[src/rtl/dec_pkg.sv]
`default_nettype none
// ============================================================================
// Module  : dec_pkg
// Purpose : Shared types, widths and helpers for the break-before-make decoder.
// Revision: 1.0 - initial release
// ============================================================================
package dec_pkg;

    localparam int DEC_IN_W  = 3;
    localparam int DEC_OUT_W = 2 ** DEC_IN_W;

    typedef enum logic [1:0] {
        S_IDLE  = 2'd0,
        S_GAP   = 2'd1,
        S_DRIVE = 2'd2,
        S_HOLD  = 2'd3
    } bbm_state_t;

    function automatic logic [DEC_OUT_W-1:0] onehot(input logic [DEC_IN_W-1:0] c);
        return DEC_OUT_W'(1) << c;
    endfunction

endpackage
`default_nettype wire

[src/rtl/bbm_timer.sv]
`default_nettype none
// ============================================================================
// Module  : bbm_timer
// Purpose : Loadable saturating down-counter; done flags the last counted cycle.
// Revision: 1.0 - initial release
// ============================================================================
module bbm_timer #(
    parameter int W = 3
) (
    input  logic         clk,
    input  logic         rst,
    input  logic         load,
    input  logic [W-1:0] load_val,
    input  logic         en,
    output logic         done
);

    logic [W-1:0] cnt;

    always_ff @(posedge clk) begin
        if (rst) begin
            cnt <= '0;
        end else if (load) begin
            cnt <= load_val;
        end else if (en && (cnt != '0)) begin
            cnt <= cnt - W'(1);
        end
    end

    // A phase loaded with N ends after its N-th cycle, when the count reads 1.
    assign done = (cnt <= W'(1));

endmodule
`default_nettype wire

[src/rtl/decoder_3_8_bbm.sv]
`default_nettype none
// ============================================================================
// Module  : decoder_3_8_bbm
// Purpose : Registered 3-to-8 one-hot select driver with break-before-make gap
//           and minimum dwell per selection.
// Revision: 1.0 - initial release
// ============================================================================
module decoder_3_8_bbm
    import dec_pkg::*;
#(
    parameter int IN_W  = DEC_IN_W,
    parameter int GAP   = 2,
    parameter int DWELL = 4
) (
    input  logic                  clk,
    input  logic                  rst,
    input  logic                  in_valid,
    output logic                  in_ready,
    input  logic [IN_W-1:0]       code,
    input  logic                  clr,
    output logic [(2**IN_W)-1:0]  o,
    output logic                  busy
);

    localparam int OUT_W = 2 ** IN_W;
    localparam int MAX_T = (GAP > DWELL) ? GAP : DWELL;
    localparam int TW    = (MAX_T < 1) ? 1 : $clog2(MAX_T + 1);

    bbm_state_t      state;
    logic [IN_W-1:0] cur_q;
    logic [IN_W-1:0] nxt_q;

    logic            accept;
    logic            to_gap;
    logic            to_drive;
    logic            t_load;
    logic            t_en;
    logic            t_done;
    logic [TW-1:0]   t_val;

    function automatic logic [OUT_W-1:0] sel(input logic [IN_W-1:0] c);
        return OUT_W'(1) << c;
    endfunction

    assign in_ready = ((state == S_IDLE) || (state == S_HOLD)) && !rst;
    // clr takes the slot whenever the block is ready, so it also blocks an accept.
    assign accept   = in_ready && in_valid && !clr;

    always_comb begin
        to_gap   = 1'b0;
        to_drive = 1'b0;
        case (state)
            S_IDLE:  to_drive = accept;
            S_GAP:   to_drive = t_done;
            S_HOLD: begin
                if (accept && (code != cur_q)) begin
                    if (GAP > 0) to_gap   = 1'b1;
                    else         to_drive = 1'b1;
                end
            end
            default: ;
        endcase
    end

    assign t_load = to_gap || to_drive;
    assign t_val  = to_gap ? TW'(GAP) : TW'(DWELL);
    assign t_en   = (state == S_GAP) || (state == S_DRIVE);

    bbm_timer #(
        .W (TW)
    ) u_timer (
        .clk      (clk),
        .rst      (rst),
        .load     (t_load),
        .load_val (t_val),
        .en       (t_en),
        .done     (t_done)
    );

    always_ff @(posedge clk) begin
        if (rst) begin
            state <= S_IDLE;
            cur_q <= '0;
            nxt_q <= '0;
            o     <= '0;
            busy  <= 1'b0;
        end else begin
            case (state)
                S_IDLE: begin
                    if (to_drive) begin
                        state <= S_DRIVE;
                        cur_q <= code;
                        o     <= sel(code);
                        busy  <= 1'b1;
                    end
                end
                S_GAP: begin
                    if (to_drive) begin
                        state <= S_DRIVE;
                        cur_q <= nxt_q;
                        o     <= sel(nxt_q);
                    end
                end
                S_DRIVE: begin
                    if (t_done) begin
                        state <= S_HOLD;
                        busy  <= 1'b0;
                    end
                end
                S_HOLD: begin
                    if (clr) begin
                        state <= S_IDLE;
                        o     <= '0;
                    end else if (to_gap) begin
                        state <= S_GAP;
                        nxt_q <= code;
                        o     <= '0;
                        busy  <= 1'b1;
                    end else if (to_drive) begin
                        state <= S_DRIVE;
                        cur_q <= code;
                        o     <= sel(code);
                        busy  <= 1'b1;
                    end
                end
                default: begin
                    state <= S_IDLE;
                    o     <= '0;
                    busy  <= 1'b0;
                end
            endcase
        end
    end

endmodule
`default_nettype wire

[config.mk]
export PLATFORM = sky130hd
export DESIGN_NAME = decoder_3_8_bbm
export DESIGN_NICKNAME = d
export VERILOG_FILES = /design/src/rtl/dec_pkg.sv /design/src/rtl/bbm_timer.sv /design/src/rtl/decoder_3_8_bbm.sv
export SDC_FILE = /design/constraint.sdc
export NUM_CORES = 1
export LEC_CHECK = 0
export CAP_MARGIN = 20
export CORE_MARGIN = 1
export CORE_UTILIZATION = 30
export CTS_CLUSTER_SIZE = 30
export DETAILED_ROUTE_END_ITERATION = 16
export PLACE_DENSITY_LB_ADDON = 0.1
export SYNTH_ARGS = -nofsm -noshare
export SYNTH_HDL_FRONTEND = slang
export SYNTH_SLANG_ARGS = --single-unit
export TNS_END_PERCENT = 30
[constraint.sdc]
create_clock -name clk -period 3 [get_ports clk]
set_input_delay 0.3 -clock clk [delete_from_list [all_inputs] [get_ports clk]]
set_output_delay 0.3 -clock clk [all_outputs]
set_load 0.005 [all_outputs]
==> flow_metrics.env, run 1 <==
export IMPL_drc_errors=0
export IMPL_ctsHoldBuffers=0
export IMPL_skew_ps=5.44
export IMPL_synthTopCellsByCount="dfxtp_1 (20), nor2_1 (16), nand2_1 (14)"
export IMPL_synthCells=157
export IMPL_synth_most_common_cell="dfxtp_1"
export IMPL_place_detailed_hpwl_um=2500
export IMPL_tightestPinTransition_ps=666
export IMPL_dieWidth_um=69.3
export IMPL_nets=187
export IMPL_synth_area_top_cells="dfxtp_1 (29%), ha_1 (6.4%), nor4b_4 (5.2%), nor2_1 (4.4%), mux2_2 (4.1%)"
export IMPL_drv_slew=0
export IMPL_power_frac_seq_pct=27.3
export IMPL_maxSlewHeadroom_pct=55.6
export IMPL_timing_rr_end="o[4]"
export IMPL_synth_top_area_cell="dfxtp_1"
export IMPL_dr_pass1_iters=4
export IMPL_p_leak_nw=0.592
export IMPL_clock_fmax_mhz=406
export IMPL_crit_type="reg2reg"
export IMPL_areaGrowthSynthToFinish_pct=19.7
export IMPL_fin_tns_setup_ps=0
export IMPL_ys_seq_area_share_pct=29.4
export IMPL_grt_remaining_overflow=0
export IMPL_syn_num_nets=171
export IMPL_cts_max_level=1
export IMPL_multi_input_area_um2=891
export IMPL_yosys_warnings=0
export IMPL_synth_edf_count=0
export IMPL_drtIter0Drc=64
export IMPL_cp_arrival_ps=2610
export IMPL_crit_path_start="state[0]"
export IMPL_die_height_um=69.3
export IMPL_final_period_utilization_pct=82.1
export IMPL_rrSetupSlack_ps=540
export IMPL_power_density_mw_per_mm2=959
export IMPL_clk_pin_slew_ps=80
export IMPL_cts_resized=0
export IMPL_grt_max_degree=22
export IMPL_r2r_cells=7
export IMPL_grt_pass1_vias=1191
export IMPL_layout_drive_gt1_share_pct=12.8
export IMPL_comb_power_share_pct=58.9
export IMPL_n_fill_cell=449
export IMPL_synth_cell_types=42
export IMPL_antenna_cells=0
export IMPL_ios=17
export IMPL_initial_core_util_pct=31.2
export IMPL_syn_area_per_cell_um2=8.66
export IMPL_worstSetupEndpoint="o[4]"
export IMPL_ant_nets=0
export IMPL_required_ps=3140
export IMPL_switching_power_mw=0.653
export IMPL_cts_tree="yes"
export IMPL_utilization_pct=37.4
export IMPL_hold_viol_final=0
export IMPL_switching_share_pct=41.8
export IMPL_rows=24
export IMPL_p_clk_share_pct=13.7
export IMPL_grt_setup_unrepaired="no"
export IMPL_dieArea_mm2=0.00481
export IMPL_status="completed"
export IMPL_setup_viol=0
export IMPL_holdPathStages=2
export IMPL_vias=1209
export IMPL_clockRootBuffer="clkbuf_8"
export IMPL_grt_total_usage_pct=15.2
export IMPL_grt_pass1_wl_um=5840
export IMPL_cts_sinks=20
export IMPL_cp_max_fo=8
export IMPL_ys_seq_elements=20
export IMPL_place_congestion=0.776
export IMPL_p_int_mw=0.909
export IMPL_wl_per_cell_um=15.4
export IMPL_netlist_area_mm2=0.00136
export IMPL_viasPerCell=5.40
export IMPL_core_area_mm2=0.00435
export IMPL_synthFlopType="dfxtp_1"
export IMPL_worstSetupStartpointType="register"
export IMPL_synth_top_area_share_pct=29.4
export IMPL_register_area_um2=400
export IMPL_irDropWorstVdd_v=0.000232
export IMPL_maxCapViolations=0
export IMPL_hold_class="reg2reg"
export IMPL_io_buffers=16
export IMPL_post_cts_buffers=0
export IMPL_clkLatencyLatePin_ps=260
export IMPL_clockBufferDepth=2
export IMPL_async_flop_share_pct=0
export IMPL_endpoint_kind="register"
export IMPL_grt_antenna_before_repair=0
export IMPL_wl_um=3440
export IMPL_r2r_start="state[0]"
export IMPL_numCtsBuffers=3
export IMPL_finalCriticalPeriod_ps=2460
-- cells in the final DEF (no fill, tap or decap), drive strengths merged, types with 2 or more instances in the layout --
cell type	count
mux2	6
a21oi	8
nor4b	3
nand3	2
nor3b	2
a311oi	3
a221oi	6
nor2	16
ha	7
mux2i	3
a211oi	4
nand2b	3
and2	3
dfxtp	20
buf	4
nor3	10
xnor2	2
o21ai	12
xor2	3
nand2	14
clkdlybuf4s50	16
clkbuf	4
inv	7
-- per-layer routing --
layer	routed length, um	track usage [%]	vias to the layer above
met2	1640	24.9	10
met3	47	2.18	2
li1	-	-	604
met5	0	0	-
met1	1730	20.7	593
met4	24	4.54	0
-- worst min-delay path by stage --
stage                endpoint  slack, ps  start
6_report                 o[6]        510   o[6]
5_1_grt                  o[5]        530   o[5]
4_1_cts                  o[1]        510   o[1]
3_5_place_dp             o[1]        500   o[1]
3_3_place_gp             o[7]        490   o[7]
2_1_floorplan  u_timer.cnt[2]        380    rst
-- cells by family after synthesis --
logic type                 synth area share, %
AOI/OAI and AO/OA                         25.0
xor gates and xnor gates                  3.22
adders and majority gates                 6.44
buffers and inverters                     5.06
DFF                                       29.4
muxes                                     7.45
and+or+nand+nor                           23.4
-- area by class of cell --
class	instances	share of cell area, %
Tap cell	52	4.00
Inverter	7	1.61
Clock buffer	4	3.38
Multi-Input combinational cell	121	54.7
Sequential cell	20	24.6
Timing Repair Buffer	20	11.7
-- worst max-delay path, cell delays in order (launching register included) --
cell and delay [ps]:
dfxtp_1 390, inv_1 80, ha_1 370, nor4b_4 490
o311a_2 430, o22ai_4 170, a221oi_1 320, nor3_1 90
-- power by group through the flow --
stage | Clock, mW | Sequential, mW | Combinational [mW]
detailed placement | 0 | 0.434 | 0.921
CTS | 0.221 | 0.429 | 0.927
finish | 0.215 | 0.427 | 0.920
floorplan | 0 | 0.426 | 0.667
global placement | 0 | 0.429 | 0.924
global route | 0.235 | 0.441 | 1.02
-- sequential cells by signal, indices dropped and copies added, names as in the netlist --
register,flops
cur_q,3
o,8
u_timer.cnt,3
state,2
busy,1
nxt_q,3
-- through the flow --
step / instances / power [mW] / area, um^2 / setup slack, ps / hold slack, ps
6_report: 224 / 1.56 / 1630 / 536 / 508
5_1_grt: 224 / 1.69 / 1630 / 345 / 530
2_1_floorplan: 157 / 1.09 / 1360 / 798 / 378
3_3_place_gp: 220 / 1.35 / 1570 / 438 / 494
4_1_cts: 224 / 1.58 / 1630 / 540 / 511
3_5_place_dp: 220 / 1.36 / 1570 / 461 / 496
(Power assumes the default switching activity.)
==> run 2: changes to the inputs <==
==> constraint.sdc (replaced) <==
create_clock -name clk -period 2.55 [get_ports clk]
set_input_delay 0.255 -clock clk [delete_from_list [all_inputs] [get_ports clk]]
set_output_delay 0.255 -clock clk [all_outputs]
set_load 0.005 [all_outputs]
==> flow_metrics.env, run 2 (synthesis results as in run 1) <==
export IMPL_crit_family="compound AO/OA/AOI/OAI gates"
export IMPL_whs_ps=506
export IMPL_p_clk_share_pct=16.6
export IMPL_comb_power_share_pct=57.7
export IMPL_grt_max_degree=22
export IMPL_cts_max_level=1
export IMPL_maxCapViolations=0
export IMPL_crit_buf_inv=2
export IMPL_grt_setup_unrepaired="no"
export IMPL_clockRootBuffer="clkbuf_8"
export IMPL_drtIter0Drc=43
export IMPL_p_int_mw=1.18
export IMPL_clockBufferDepth=2
export IMPL_dieWidth_um=69.3
export IMPL_power_frac_seq_pct=25.7
export IMPL_r2r_start="state[0]"
export IMPL_ios=17
export IMPL_viasPerCell=5.18
export IMPL_antenna_cells=0
export IMPL_vias=1197
export IMPL_cp_arrival_ps=2510
export IMPL_place_detailed_hpwl_um=2460
export IMPL_grt_busiest_layer="met2"
export IMPL_final_area_mm2=0.00171
export IMPL_grt_remaining_overflow=0
export IMPL_power_total_mw=1.96
export IMPL_clk_pin_slew_ps=80
export IMPL_regMostFlops="o"
export IMPL_drv_slew=0
export IMPL_core_area_mm2=0.00435
export IMPL_clkLatencyLatePin_ps=260
export IMPL_die_height_um=69.3
export IMPL_io_buffers=16
export IMPL_setup_viol=0
export IMPL_cts_sinks=20
export IMPL_drc_errors=0
export IMPL_tightestPinTransition_ps=664
export IMPL_switching_share_pct=39.9
export IMPL_worstHoldStart="o[7]"
export IMPL_most_common_layout_cells="dfxtp_1 (20), nor2_1 (16), clkdlybuf4s50_1 (16), nand2_1 (14)"
export IMPL_skew_ps=6.52
export IMPL_grt_pass1_wl_um=5810
export IMPL_status="completed"
export IMPL_switching_power_mw=0.781
export IMPL_rows=24
export IMPL_grt_use_met3_pct=1.74
export IMPL_numCtsBuffers=3
export IMPL_ant_nets=0
export IMPL_cts_tree="yes"
export IMPL_endpoint_kind="register"
export IMPL_cp_slowest_cell="dfxtp_1"
export IMPL_hold_viol_final=0
export IMPL_finalCriticalPeriod_ps=2360
export IMPL_met1_usage_pct=20.8
export IMPL_nets=194
export IMPL_maxSlewHeadroom_pct=55.7
export IMPL_slowest_delay_ps=390
export IMPL_grt_total_usage_pct=14.8
export IMPL_areaGrowthSynthToFinish_pct=25.5
export IMPL_n_fill_cell=442
export IMPL_grt_pass1_vias=1214
export IMPL_power_density_mw_per_mm2=1150
export IMPL_post_cts_buffers=0
export IMPL_clock_fmax_mhz=424
export IMPL_worstSetupStartpointType="register"
export IMPL_dieArea_mm2=0.00481
export IMPL_grt_antenna_before_repair=0
export IMPL_utilization_pct=39.2
export IMPL_fin_tns_setup_ps=0
export IMPL_initial_core_util_pct=31.2
export IMPL_cp_max_fo=8
export IMPL_irDropWorstVdd_v=0.000398
export IMPL_final_period_utilization_pct=92.5
export IMPL_dr_pass1_iters=4
export IMPL_p_leak_nw=0.638
export IMPL_largest_reg_flops=8
export IMPL_crit_type="reg2reg"
export IMPL_path_cells="inv_1 > ha_1 > nor4b_4 > buf_4 > o311a_4 > o22ai_4 > a221oi_1 > nor3_1"
export IMPL_crit_path_start="state[0]"
export IMPL_final_common_cell="dfxtp_1"
export IMPL_wl_um=3400
export IMPL_hold_class="reg2reg"
export IMPL_place_congestion=0.781
export IMPL_layout_drive_gt1_share_pct=16.2
export IMPL_wl_per_cell_um=14.7
export IMPL_postPlaceCellArea_mm2=0.00163
export IMPL_met2_usage_pct=23.7
export IMPL_required_ps=2700
==> run 2: power groups by stage <==
stage / Sequential [mW] / Combinational (mW) / Clock (mW)
after detailed placement: 0.511 / 1.12 / 0
after global routing: 0.520 / 1.24 / 0.351
after CTS: 0.503 / 1.13 / 0.338
after floorplan: 0.501 / 0.785 / 0
final: 0.503 / 1.13 / 0.325
after global placement: 0.502 / 1.14 / 0
==> run 2: repair_timing <==
| item | CTS | global route |
|---|---|---|
| gates resized for setup | 0 | 1 |
| hold buffers | 0 | 0 |
| endpoints found under the setup margin | 0 | 4 |
==> run 2: tightest hold or removal path, delay by kind of cell, from the launching register on <==
| family | cells | cell delay, ps |
|---|---|---|
| DFF | 1 | 330 |
| and+or+nand+nor | 2 | 140 |
==> run 2: final cells by class <==
type | count | area [um^2] | share of cell area, %
clock buffers | 3 | 41.3 | 2.42
flip-flops and latches | 20 | 400 | 23.5
repair buffers | 27 | 243 | 14.2
inverters | 7 | 26.3 | 1.54
clock inverters | 1 | 30.0 | 1.76
multi-input cells | 121 | 901 | 52.8
well taps | 52 | 65.1 | 3.81
==> run 2: per-layer routing <==
metal  up-vias  part of all wire [%]
li1        618                     -
met1       565                    52
met2        12                    45
met3         2                   1.9
met4         0                  0.56
met5         -                     0
==> run 2: through the flow <==
stage	cells	setup WS (ps)
after floorplan	157	348
after global placement	227	251
after detailed placement	227	146
after CTS	231	131
after global routing	231	19.6
final	231	192
==> run 2: path summary, 6_finish.rpt <==
check	cells after the start	slack [ps]	to
hold reg to reg	2	510	o[7]
hold / removal	2	510	o[7]
setup / recovery	8	190	o[7]
setup reg to reg	8	190	o[7]
